==> src/rtl/trace_capture_pkg.sv <==
// Shared definitions for the trace capture block: FSM encoding, record layout
// and drop-counter width.
package trace_capture_pkg;

    localparam int PC_W    = 32;
    localparam int INSTR_W = 32;
    localparam int ALU_W   = 32;
    localparam int DROP_W  = 16;

    typedef enum logic [1:0] {
        ST_IDLE    = 2'd0,
        ST_ARMED   = 2'd1,
        ST_CAPTURE = 2'd2,
        ST_DONE    = 2'd3
    } state_t;

    typedef struct packed {
        logic [PC_W-1:0]    pc;
        logic [INSTR_W-1:0] instr;
        logic [ALU_W-1:0]   alu;
        logic               reg_write;
    } trace_rec_t;

    // Saturating increment so the drop counter sticks at all-ones.
    function automatic logic [DROP_W-1:0] sat_inc(input logic [DROP_W-1:0] v);
        return (v == {DROP_W{1'b1}}) ? v : v + 1'b1;
    endfunction

endpackage

==> src/rtl/trace_capture_if.sv <==
// Read-side handshake of the trace buffer: head entry plus valid/ready.
interface trace_capture_if;
    import trace_capture_pkg::*;

    logic               rd_valid;
    logic               rd_ready;
    logic [PC_W-1:0]    rd_pc;
    logic [INSTR_W-1:0] rd_instr;
    logic [ALU_W-1:0]   rd_alu;
    logic               rd_reg_write;

    modport master (
        output rd_valid, rd_pc, rd_instr, rd_alu, rd_reg_write,
        input  rd_ready
    );

    modport slave (
        input  rd_valid, rd_pc, rd_instr, rd_alu, rd_reg_write,
        output rd_ready
    );

endinterface

==> src/rtl/trace_fifo.sv <==
// First-word-fall-through FIFO of trace records with synchronous flush.
// Storage is never reset; only pointers and count are.
module trace_fifo
    import trace_capture_pkg::*;
#(
    parameter int DEPTH = 16,
    parameter int AW    = $clog2(DEPTH)
) (
    input  logic       clk,
    input  logic       reset,
    input  logic       i_push,
    input  logic       i_pop,
    input  logic       i_flush,
    input  trace_rec_t i_wr_data,
    output trace_rec_t o_rd_data,
    output logic [AW:0] o_count,
    output logic       o_push_ok
);

    localparam logic [AW:0] FULL_CNT = (AW+1)'(DEPTH);

    trace_rec_t        r_mem [DEPTH];
    logic [AW-1:0]     r_wr_ptr;
    logic [AW-1:0]     r_rd_ptr;
    logic [AW:0]       r_count;
    logic              w_pop;
    logic              w_push;

    // A pop on a full FIFO frees the slot the same-cycle push lands in.
    assign w_pop     = i_pop && (r_count != '0);
    assign w_push    = i_push && ((r_count != FULL_CNT) || w_pop);
    assign o_push_ok = w_push;
    assign o_count   = r_count;
    assign o_rd_data = r_mem[r_rd_ptr];

    always_ff @(posedge clk or posedge reset) begin
        if (reset) begin
            r_wr_ptr <= '0;
            r_rd_ptr <= '0;
            r_count  <= '0;
        end else if (i_flush) begin
            r_wr_ptr <= '0;
            r_rd_ptr <= '0;
            r_count  <= '0;
        end else begin
            if (w_push) r_wr_ptr <= r_wr_ptr + 1'b1;
            if (w_pop)  r_rd_ptr <= r_rd_ptr + 1'b1;
            case ({w_push, w_pop})
                2'b10:   r_count <= r_count + 1'b1;
                2'b01:   r_count <= r_count - 1'b1;
                default: r_count <= r_count;
            endcase
        end
    end

    always_ff @(posedge clk) begin
        if (w_push && !i_flush) r_mem[r_wr_ptr] <= i_wr_data;
    end

endmodule

==> src/rtl/trace_capture.sv <==
// Instruction trace capture: waits for a trigger PC, then records one retired
// instruction per cycle into a FIFO drained by the host.
module trace_capture
    import trace_capture_pkg::*;
#(
    parameter int DEPTH = 16,
    parameter int AW    = $clog2(DEPTH)
) (
    input  logic               clk,
    input  logic               reset,
    input  logic [PC_W-1:0]    pc_in,
    input  logic [INSTR_W-1:0] instr_in,
    input  logic [ALU_W-1:0]   alu_in,
    input  logic               reg_write_in,
    input  logic               arm,
    input  logic               stop,
    input  logic [PC_W-1:0]    trig_pc,
    input  logic               stop_on_full,
    trace_capture_if.master    rd_if,
    output logic [AW:0]        count,
    output logic [DROP_W-1:0]  drop_cnt,
    output logic [1:0]         state
);

    localparam logic [AW:0] LAST_FREE = (AW+1)'(DEPTH-1);

    state_t            r_state;
    state_t            w_state_next;
    logic [DROP_W-1:0] r_drop_cnt;
    logic              w_trig;
    logic              w_push_attempt;
    logic              w_flush;
    logic              w_pop;
    logic              w_push_ok;
    logic              w_end_full;
    logic [AW:0]       w_count;
    trace_rec_t        w_wr_rec;
    trace_rec_t        w_rd_rec;

    assign w_trig = (pc_in == trig_pc);
    assign w_pop  = rd_if.rd_valid && rd_if.rd_ready;

    always_comb begin
        w_wr_rec           = '0;
        w_wr_rec.pc        = pc_in;
        w_wr_rec.instr     = instr_in;
        w_wr_rec.alu       = alu_in;
        w_wr_rec.reg_write = reg_write_in;
    end

    trace_fifo #(
        .DEPTH (DEPTH),
        .AW    (AW)
    ) u_fifo (
        .clk       (clk),
        .reset     (reset),
        .i_push    (w_push_attempt),
        .i_pop     (w_pop),
        .i_flush   (w_flush),
        .i_wr_data (w_wr_rec),
        .o_rd_data (w_rd_rec),
        .o_count   (w_count),
        .o_push_ok (w_push_ok)
    );

    // End-on-full: either this push fills the last slot, or the attempt bounced.
    assign w_end_full = stop_on_full && w_push_attempt &&
                        ((w_push_ok && !w_pop && (w_count == LAST_FREE)) || !w_push_ok);

    always_ff @(posedge clk or posedge reset) begin
        if (reset) r_state <= ST_IDLE;
        else       r_state <= w_state_next;
    end

    always_comb begin
        w_state_next = r_state;
        case (r_state)
            ST_IDLE, ST_DONE: begin
                if (arm) w_state_next = ST_ARMED;
            end
            ST_ARMED: begin
                if (stop)            w_state_next = ST_DONE;
                else if (w_trig)     w_state_next = w_end_full ? ST_DONE : ST_CAPTURE;
            end
            ST_CAPTURE: begin
                if (stop || w_end_full) w_state_next = ST_DONE;
            end
            default: w_state_next = ST_IDLE;
        endcase
    end

    always_comb begin
        w_push_attempt = 1'b0;
        w_flush        = 1'b0;
        case (r_state)
            ST_IDLE, ST_DONE: w_flush        = arm;
            ST_ARMED:         w_push_attempt = w_trig;
            ST_CAPTURE:       w_push_attempt = 1'b1;
            default:          w_push_attempt = 1'b0;
        endcase
    end

    always_ff @(posedge clk or posedge reset) begin
        if (reset)                                r_drop_cnt <= '0;
        else if (w_flush)                         r_drop_cnt <= '0;
        else if (w_push_attempt && !w_push_ok)    r_drop_cnt <= sat_inc(r_drop_cnt);
    end

    assign rd_if.rd_valid     = (w_count != '0);
    assign rd_if.rd_pc        = w_rd_rec.pc;
    assign rd_if.rd_instr     = w_rd_rec.instr;
    assign rd_if.rd_alu       = w_rd_rec.alu;
    assign rd_if.rd_reg_write = w_rd_rec.reg_write;

    assign count    = w_count;
    assign drop_cnt = r_drop_cnt;
    assign state    = r_state;

endmodule

==> src/flat_wrapper.sv <==
// flat-port wrapper written by rule: the top's interface ports become plain ports
module trace_capture_flat import trace_capture_pkg::*;
#(
    parameter int DEPTH = 16,
    parameter int AW    = $clog2(DEPTH)
)
  (clk, reset, pc_in, instr_in, alu_in, reg_write_in, arm, stop, trig_pc, stop_on_full, count, drop_cnt, state, rd_if_rd_valid, rd_if_rd_pc, rd_if_rd_instr, rd_if_rd_alu, rd_if_rd_reg_write, rd_if_rd_ready);
  trace_capture_if rd_if_i ();
  input  logic clk;
  input  logic reset;
  input  logic [PC_W-1:0] pc_in;
  input  logic [INSTR_W-1:0] instr_in;
  input  logic [ALU_W-1:0] alu_in;
  input  logic reg_write_in;
  input  logic arm;
  input  logic stop;
  input  logic [PC_W-1:0] trig_pc;
  input  logic stop_on_full;
  output logic [AW:0] count;
  output logic [DROP_W-1:0] drop_cnt;
  output logic [1:0] state;
  output wire logic [$bits(rd_if_i.rd_valid)-1:0] rd_if_rd_valid;
  output wire logic [$bits(rd_if_i.rd_pc)-1:0] rd_if_rd_pc;
  output wire logic [$bits(rd_if_i.rd_instr)-1:0] rd_if_rd_instr;
  output wire logic [$bits(rd_if_i.rd_alu)-1:0] rd_if_rd_alu;
  output wire logic [$bits(rd_if_i.rd_reg_write)-1:0] rd_if_rd_reg_write;
  input wire logic [$bits(rd_if_i.rd_ready)-1:0] rd_if_rd_ready;
  assign rd_if_rd_valid = rd_if_i.rd_valid;
  assign rd_if_rd_pc = rd_if_i.rd_pc;
  assign rd_if_rd_instr = rd_if_i.rd_instr;
  assign rd_if_rd_alu = rd_if_i.rd_alu;
  assign rd_if_rd_reg_write = rd_if_i.rd_reg_write;
  assign rd_if_i.rd_ready = rd_if_rd_ready;
  trace_capture #(.DEPTH(DEPTH), .AW(AW)) u_core (.clk(clk), .reset(reset), .pc_in(pc_in), .instr_in(instr_in), .alu_in(alu_in), .reg_write_in(reg_write_in), .arm(arm), .stop(stop), .trig_pc(trig_pc), .stop_on_full(stop_on_full), .rd_if(rd_if_i), .count(count), .drop_cnt(drop_cnt), .state(state));
endmodule
==> config.mk <==
export PLATFORM = sky130hd
export DESIGN_NAME = trace_capture_flat
export DESIGN_NICKNAME = d
export VERILOG_FILES = /design/src/rtl/trace_capture_pkg.sv /design/src/rtl/trace_capture_if.sv /design/src/rtl/trace_fifo.sv /design/src/rtl/trace_capture.sv /design/src/flat_wrapper.sv
export SDC_FILE = /design/constraint.sdc
export NUM_CORES = 1
export LEC_CHECK = 0
export CORE_MARGIN = 4
export CORE_UTILIZATION = 30
export DETAILED_ROUTE_END_ITERATION = 12
export PLACE_DENSITY = 0.53
export SKIP_CTS_REPAIR_TIMING = 1
export SLEW_MARGIN = 20
export SYNTH_ARGS = -nofsm -noshare
export SYNTH_HDL_FRONTEND = slang
export SYNTH_SLANG_ARGS = --single-unit
==> constraint.sdc <==
create_clock -name clk -period 11.1 [get_ports clk]
set_clock_uncertainty 0.1 [all_clocks]
set_input_delay 3.33 -clock clk [delete_from_list [all_inputs] [get_ports clk]]
set_output_delay 3.33 -clock clk [all_outputs]
set_load 0.03 [all_outputs]
---- After elaboration in Yosys (flattened, before gate mapping) ----
Memories as Yosys holds them, arrays and structs flattened.
Index checks and enable logic that the tools add are counted.
cells by class
  reductions and logical operators ........ 24
  bitwise logic cells ..................... 0
  div/mod/pow operators ................... 0
  $add $sub $neg .......................... 5
  equality and inequality tests ........... 13
  mux-type cells .......................... 19
  $mul .................................... 0
  order comparisons ....................... 0
  shifts and indexed selects .............. 0
operator list
  kind                                                 number
  2-to-1 mux 16 bit                                    3
  equality test 32 bit                                 1
  adder 16 x 1 -> 16 bit, second input constant        1
  equality test 16 bit, second input constant          1
  2-to-1 mux 4 bit                                     4
  one-hot mux 5 bit (2 select lines)                   1
  logical AND 1 bit                                    9
  adder 4 x 1 -> 4 bit, second input constant          2
  2-to-1 mux 2 bit                                     4
  equality test 2 bit, second input constant           3
  one-hot mux 2 bit (3 select lines)                   1
  nonzero test 2 bit                                   3
  adder 5 x 1 -> 5 bit, second input constant          1
  equality test 5 x 4 -> 1 bit, second input constant  1
  2-to-1 mux 5 bit                                     1
  != test 5 bit, second input constant                 1
  nonzero test 5 bit                                   1
  subtractor 5 x 1 -> 5 bit, second input constant     1
  equality test 2 x 1 -> 1 bit, second input constant  2
  2-to-1 mux 1 bit                                     4
  != test 2 bit, second input constant                 2
  logical NOT 1 bit                                    3
  logical OR 1 bit                                     3
  != test 3 x 2 -> 1 bit, second input constant        1
  other kinds (7)                                      7
storage, ports and cells
  memories ................................ 1
  bits in latches ......................... 0
  input port bits ......................... 135
  memory bits (read-only) ................. 0
  register bits ........................... 31
  memory bits (writable) .................. 1552
memories
  name                 depth  width  rd ports  clocked after Yosys merged registers in  wr ports  RTL line          text
  u_core.u_fifo.r_mem  16     97     1         0                                        1         trace_fifo.sv:22  trace_rec_t r_mem [DEPTH];

---- Logic depth before layout (Yosys ltp) ----
  depth after elaboration ................. 13
  mapped depth ............................ 14
  depth with buffers taken out ............ 14

---- Modules after synthesis ----
From an unflattened synthesis, not the netlist that was laid out.
second synthesis, totals
  cells, all modules ...................... 2419
  area total of the unflattened synthesis .. 60468.0 µm²
modules (own cells, without submodules)
  module         cells each  area an instance (µm²)  times used
  trace_fifo     2260        59047.9                 1
  trace_capture  159         1420.1                  1

---- Worst setup path before layout ----
Ideal clock, no wire load.
  path type ............................... in2reg
  from .................................... input trig_pc[31]
  to ...................................... memory u_core.u_fifo.r_mem[4][0] (netlist bit) (enable)
  required time ........................... 10.328 ns
  buffers on the path ..................... 0
  cell stages on the path ................. 7
  path slack .............................. -1.127 ns
  setup time .............................. 0.672 ns
  arrival ................................. 11.455 ns
  cells stage by stage .................... xor2_1 nor4_1 nand4_1 or4_4 a21oi_4 nand2_1 nor3_1
between the ends
  cells in the longest elaborated chain, start to end .. 6
ends and longest elaborated chain
  item                                    RTL line             text
  start: declaration                      flat_wrapper.sv:17   input logic [PC_W-1:0] trig_pc;
  equality test 32 bit                    trace_capture.sv:40  assign w_trig = (pc_in == trig_pc);
  one-hot mux 1 bit (2 select lines)      trace_capture.sv:95  case (r_state)
  logical AND 1 bit                       trace_fifo.sv:31     assign w_push = i_push && ((r_count != FULL_CNT) || w_pop);
  logical AND 1 bit                       trace_fifo.sv:57     if (w_push && !i_flush) r_mem[r_wr_ptr] <= i_wr_data;
  2-to-1 mux 1 bit                        trace_fifo.sv:57
  2-to-1 mux 1 bit (not written as such)  trace_fifo.sv:57
  end: declaration                        trace_fifo.sv:22
No other way between the ends.

---- Worst setup path after layout ----
  from .................................... input pc_in[29]
  to ...................................... memory u_core.u_fifo.r_mem[14][30] (netlist bit) (enable)
between the ends
  cells in the longest elaborated chain, start to end .. 6
ends and longest elaborated chain
  item                                    RTL line             text
  start: declaration                      flat_wrapper.sv:11   input logic [PC_W-1:0] pc_in;
  equality test 32 bit                    trace_capture.sv:40
  one-hot mux 1 bit (2 select lines)      trace_capture.sv:95
  logical AND 1 bit                       trace_fifo.sv:31
  logical AND 1 bit                       trace_fifo.sv:57
  2-to-1 mux 1 bit                        trace_fifo.sv:57
  2-to-1 mux 1 bit (not written as such)  trace_fifo.sv:57
No other way between the ends.

==> impl_metrics.py <==
metrics = {
    "placement": {
        "io_buffers": 255,
        "gp_congestion": 0.695,
        "place_hpwl_um": 78700,
        "dp.cells": 5263,
    },
    "timing": {
        "hold_viol": 0,
        "relSlewSlack": 0.269,
        "setup_viol": 0,
        "fin_crit_sh": 0.723,
        "whs_ns": 0.406,
        "finalSetupTns_ns": 0,
        "report.final.slew_viol_count": 0,
        "tightest_slew_ns": 1.10,
        "fmax_mhz": 125,
        "rsz0062_at_grt": "no",
        "fin_crit_ns": 8.02,
    },
    "synthesis": {
        "netlist_top_cells_count": "1552 x edfxtp_1, 485 x mux4_2, 91 x clkbuf_1",
        "avgSynthCellArea_sq_um": 24.9,
        "yosys.area_share.simple": 0.0110,
        "synth_edf_count": 1552,
        "yosysWarnings": 0,
        "synth_fa_ha_area_frac": 0.00261,
        "synth_top_family_by_area": "multiplexers",
        "synth-compound-area-share": 0.00499,
        "yosys.cell_count.top_type": "edfxtp_1",
        "synth_area_leaders": "edfxtp_1 77%, mux4_2 18%, dfrtp_1 1.3%, clkbuf_1 0.56%, xor2_1 0.55%",
        "syn_area_sq_mm": 0.0605,
        "yosysTopAreaCell": "edfxtp_1",
        "synth.ff_latch_count": 1583,
        "synth_fp_nets": 2572,
        "ys_types": 50,
        "syn_inst": 2425,
        "synth_top_area_frac": 0.771,
        "synthFlopType": "edfxtp_1",
        "synthArstFlopShare": 0.0196,
        "synthXorXnorAreaFrac": 0.00594,
        "synth_mux_area_frac": 0.182,
        "seq_area_frac_synth": 0.784,
    },
    "power_and_ir_drop": {
        "p_leak_nw": 21.7,
        "peakVddDrop_mv": 0.161,
        "powerDensity_mw_per_mm2": 233,
        "finalPower_mw": 16.7,
    },
    "floorplan": {
        "pin_count": 256,
        "die_area_sq_mm": 0.209,
        "die_h_um": 457,
        "dieWidth_um": 457,
        "start_util": 0.302,
        "fp-row-count": 164,
        "core_sq_mm": 0.200,
    },
    "layout": {
        "area_delta_synth_final_pct": 18.7,
        "drive_gt1_frac": 0.275,
        "finalNonFillerCells": 5572,
        "fin_nets": 2922,
    },
    "drt": {
        "antenna_left": 0,
        "drt-wirelength-per-cell_um": 26.2,
        "routed_wl_um": 146000,
        "drc": 0,
        "drt_first_pass_iters": 7,
        "vias_per_cell": 4.82,
        "drtIter0Drc": 2332,
        "vias": 26800,
    },
    "clocking": {
        "path_clk_slew_ns": 0.06,
        "clock_path_buffers": 3,
        "clock-root-buffer": "clkbuf_16",
        "htree_num_levels": 4,
        "clock_sinks": 1583,
        "cts_tree": "done",
        "cts-buffers-inserted": 166,
        "clkLatencyLatePin_ns": 0.79,
    },
    "global_route": {
        "antenna_found_initial": 26,
        "grt_remaining_overflow": 0,
        "grt_pass1_wl_um": 211000,
        "grt_max_degree": 123,
        "grt.total_usage": 0.139,
        "grt_pass1_vias": 28100,
    },
    "hold_path": {
        "min_path_type": "flop to flop",
    },
    "worst_setup_path": {
        "crit_required_ns": 11.42,
        "path_max_fanout": 47,
        "crit_path_start_kind": "input port",
        "crit_chain": "clkdlybuf4s50_1 > xor2_1 > nor4_1 > nand4_1 > or4_4 > a21oi_4 > nand3_1 > nor2_4 > buf_12",
        "arrival_ns": 8.35,
        "end_kind": "flop",
        "crit_family": "simple AND/OR/NAND/NOR gates",
        "path_buf_inv": 2,
        "slowest_delay_ns": 0.95,
        "crit_type": "input port to flop",
        "crit_slowest_cell": "clkdlybuf4s50_1",
    },
    "status": {
        "outcome": "complete, no violations",
    },
    "job": {
        "maxCapViolCount": 0,
    },
}
[stage by stage]
stage,util,worst slack (ns),cell area [sq um]
floorplan,-,-1.13,60500
detailed placement,0.333,2.14,66500
global route,0.358,2.79,71700
CTS,0.358,2.84,71700
finish,0.359,3.08,71700
global placement,0.332,1.54,66500
[layer usage]
metal / GRT usage / part of all wire / up-vias
li1: - / - / 11300
met1: 0.201 / 0.45 / 14600
met2: 0.217 / 0.47 / 752
met3: 0.0299 / 0.058 / 193
met4: 0.0324 / 0.018 / 18
met5: 0 / 0.00077 / -
[worst paths after layout]
| check | startpoint | endpoint | slack (ns) | cells after the start |
|---|---|---|---|---|
| worst min register to register | u_core.drop_cnt[9] | u_core.drop_cnt[9] | 0.41 | 1 |
| max in group asynchronous | reset | u_core.u_fifo.r_rd_ptr[3] | 7.70 | 3 |
| worst max register to register | u_core.state[0] | u_core.u_fifo.r_mem[14][30] | 7.18 | 7 |
| worst max-delay path | pc_in[29] | u_core.u_fifo.r_mem[14][30] | 3.08 | 9 |
| min in group asynchronous | reset | u_core.drop_cnt[15] | 2.84 | 3 |
| worst min-delay path | u_core.drop_cnt[9] | u_core.drop_cnt[9] | 0.41 | 1 |
[report_power, final]
| part | internal (mW) | switching [mW] |
|---|---|---|
| sequential | 6.76 | 0.177 |
| combinational | 2.05 | 2.40 |
| clock | 3.04 | 2.26 |
| total | 11.9 | 4.84 |
[layout by cell type (no fill, tap or decap), drive strengths merged, types with 27 or more instances in the layout]
master / netlist / routed
xor2: 38 / 38
dfrtp: 31 / 31
clkbuf: 93 / 203
clkinv: 0 / 82
nor2: 27 / 27
mux4: 485 / 485
nand2: 28 / 28
edfxtp: 1552 / 1552
buf: 24 / 46
clkdlybuf4s50: 0 / 255
[flip-flops by register name (all words and copies together), names as in the netlist]
signal and cells:
u_core.state 2, u_core.u_fifo.r_mem 1552, u_core.u_fifo.o_count 5, u_core.drop_cnt 16, u_core.u_fifo.r_wr_ptr 4, u_core.u_fifo.r_rd_ptr 4
[logic make-up (layout without fill, tap and decap cells)]
kind of cell / count (synthesis) / in the layout
AO/OA/AOI/OAI: 40 / 40
XOR/XNOR: 41 / 41
adder cells (fa/ha/maj): 12 / 12
buffers and inverters: 135 / 619
flip-flops: 1583 / 1583
multiplexers: 494 / 494
other: 0 / 7
AND/OR/NAND/NOR: 120 / 120
[area by class of cell]
type,instances,area (sq um)
Timing Repair Buffer,301,3160
Tap cell,2656,3320
Inverter,16,60.1
Clock inverter,99,774
Clock buffer,203,4400
Multi-Input combinational cell,707,12600
Fill cell,18200,128000
Antenna cell,7,17.5
Sequential cell,1583,47400
No activity file was read; power rests on OpenSTA's default activity.
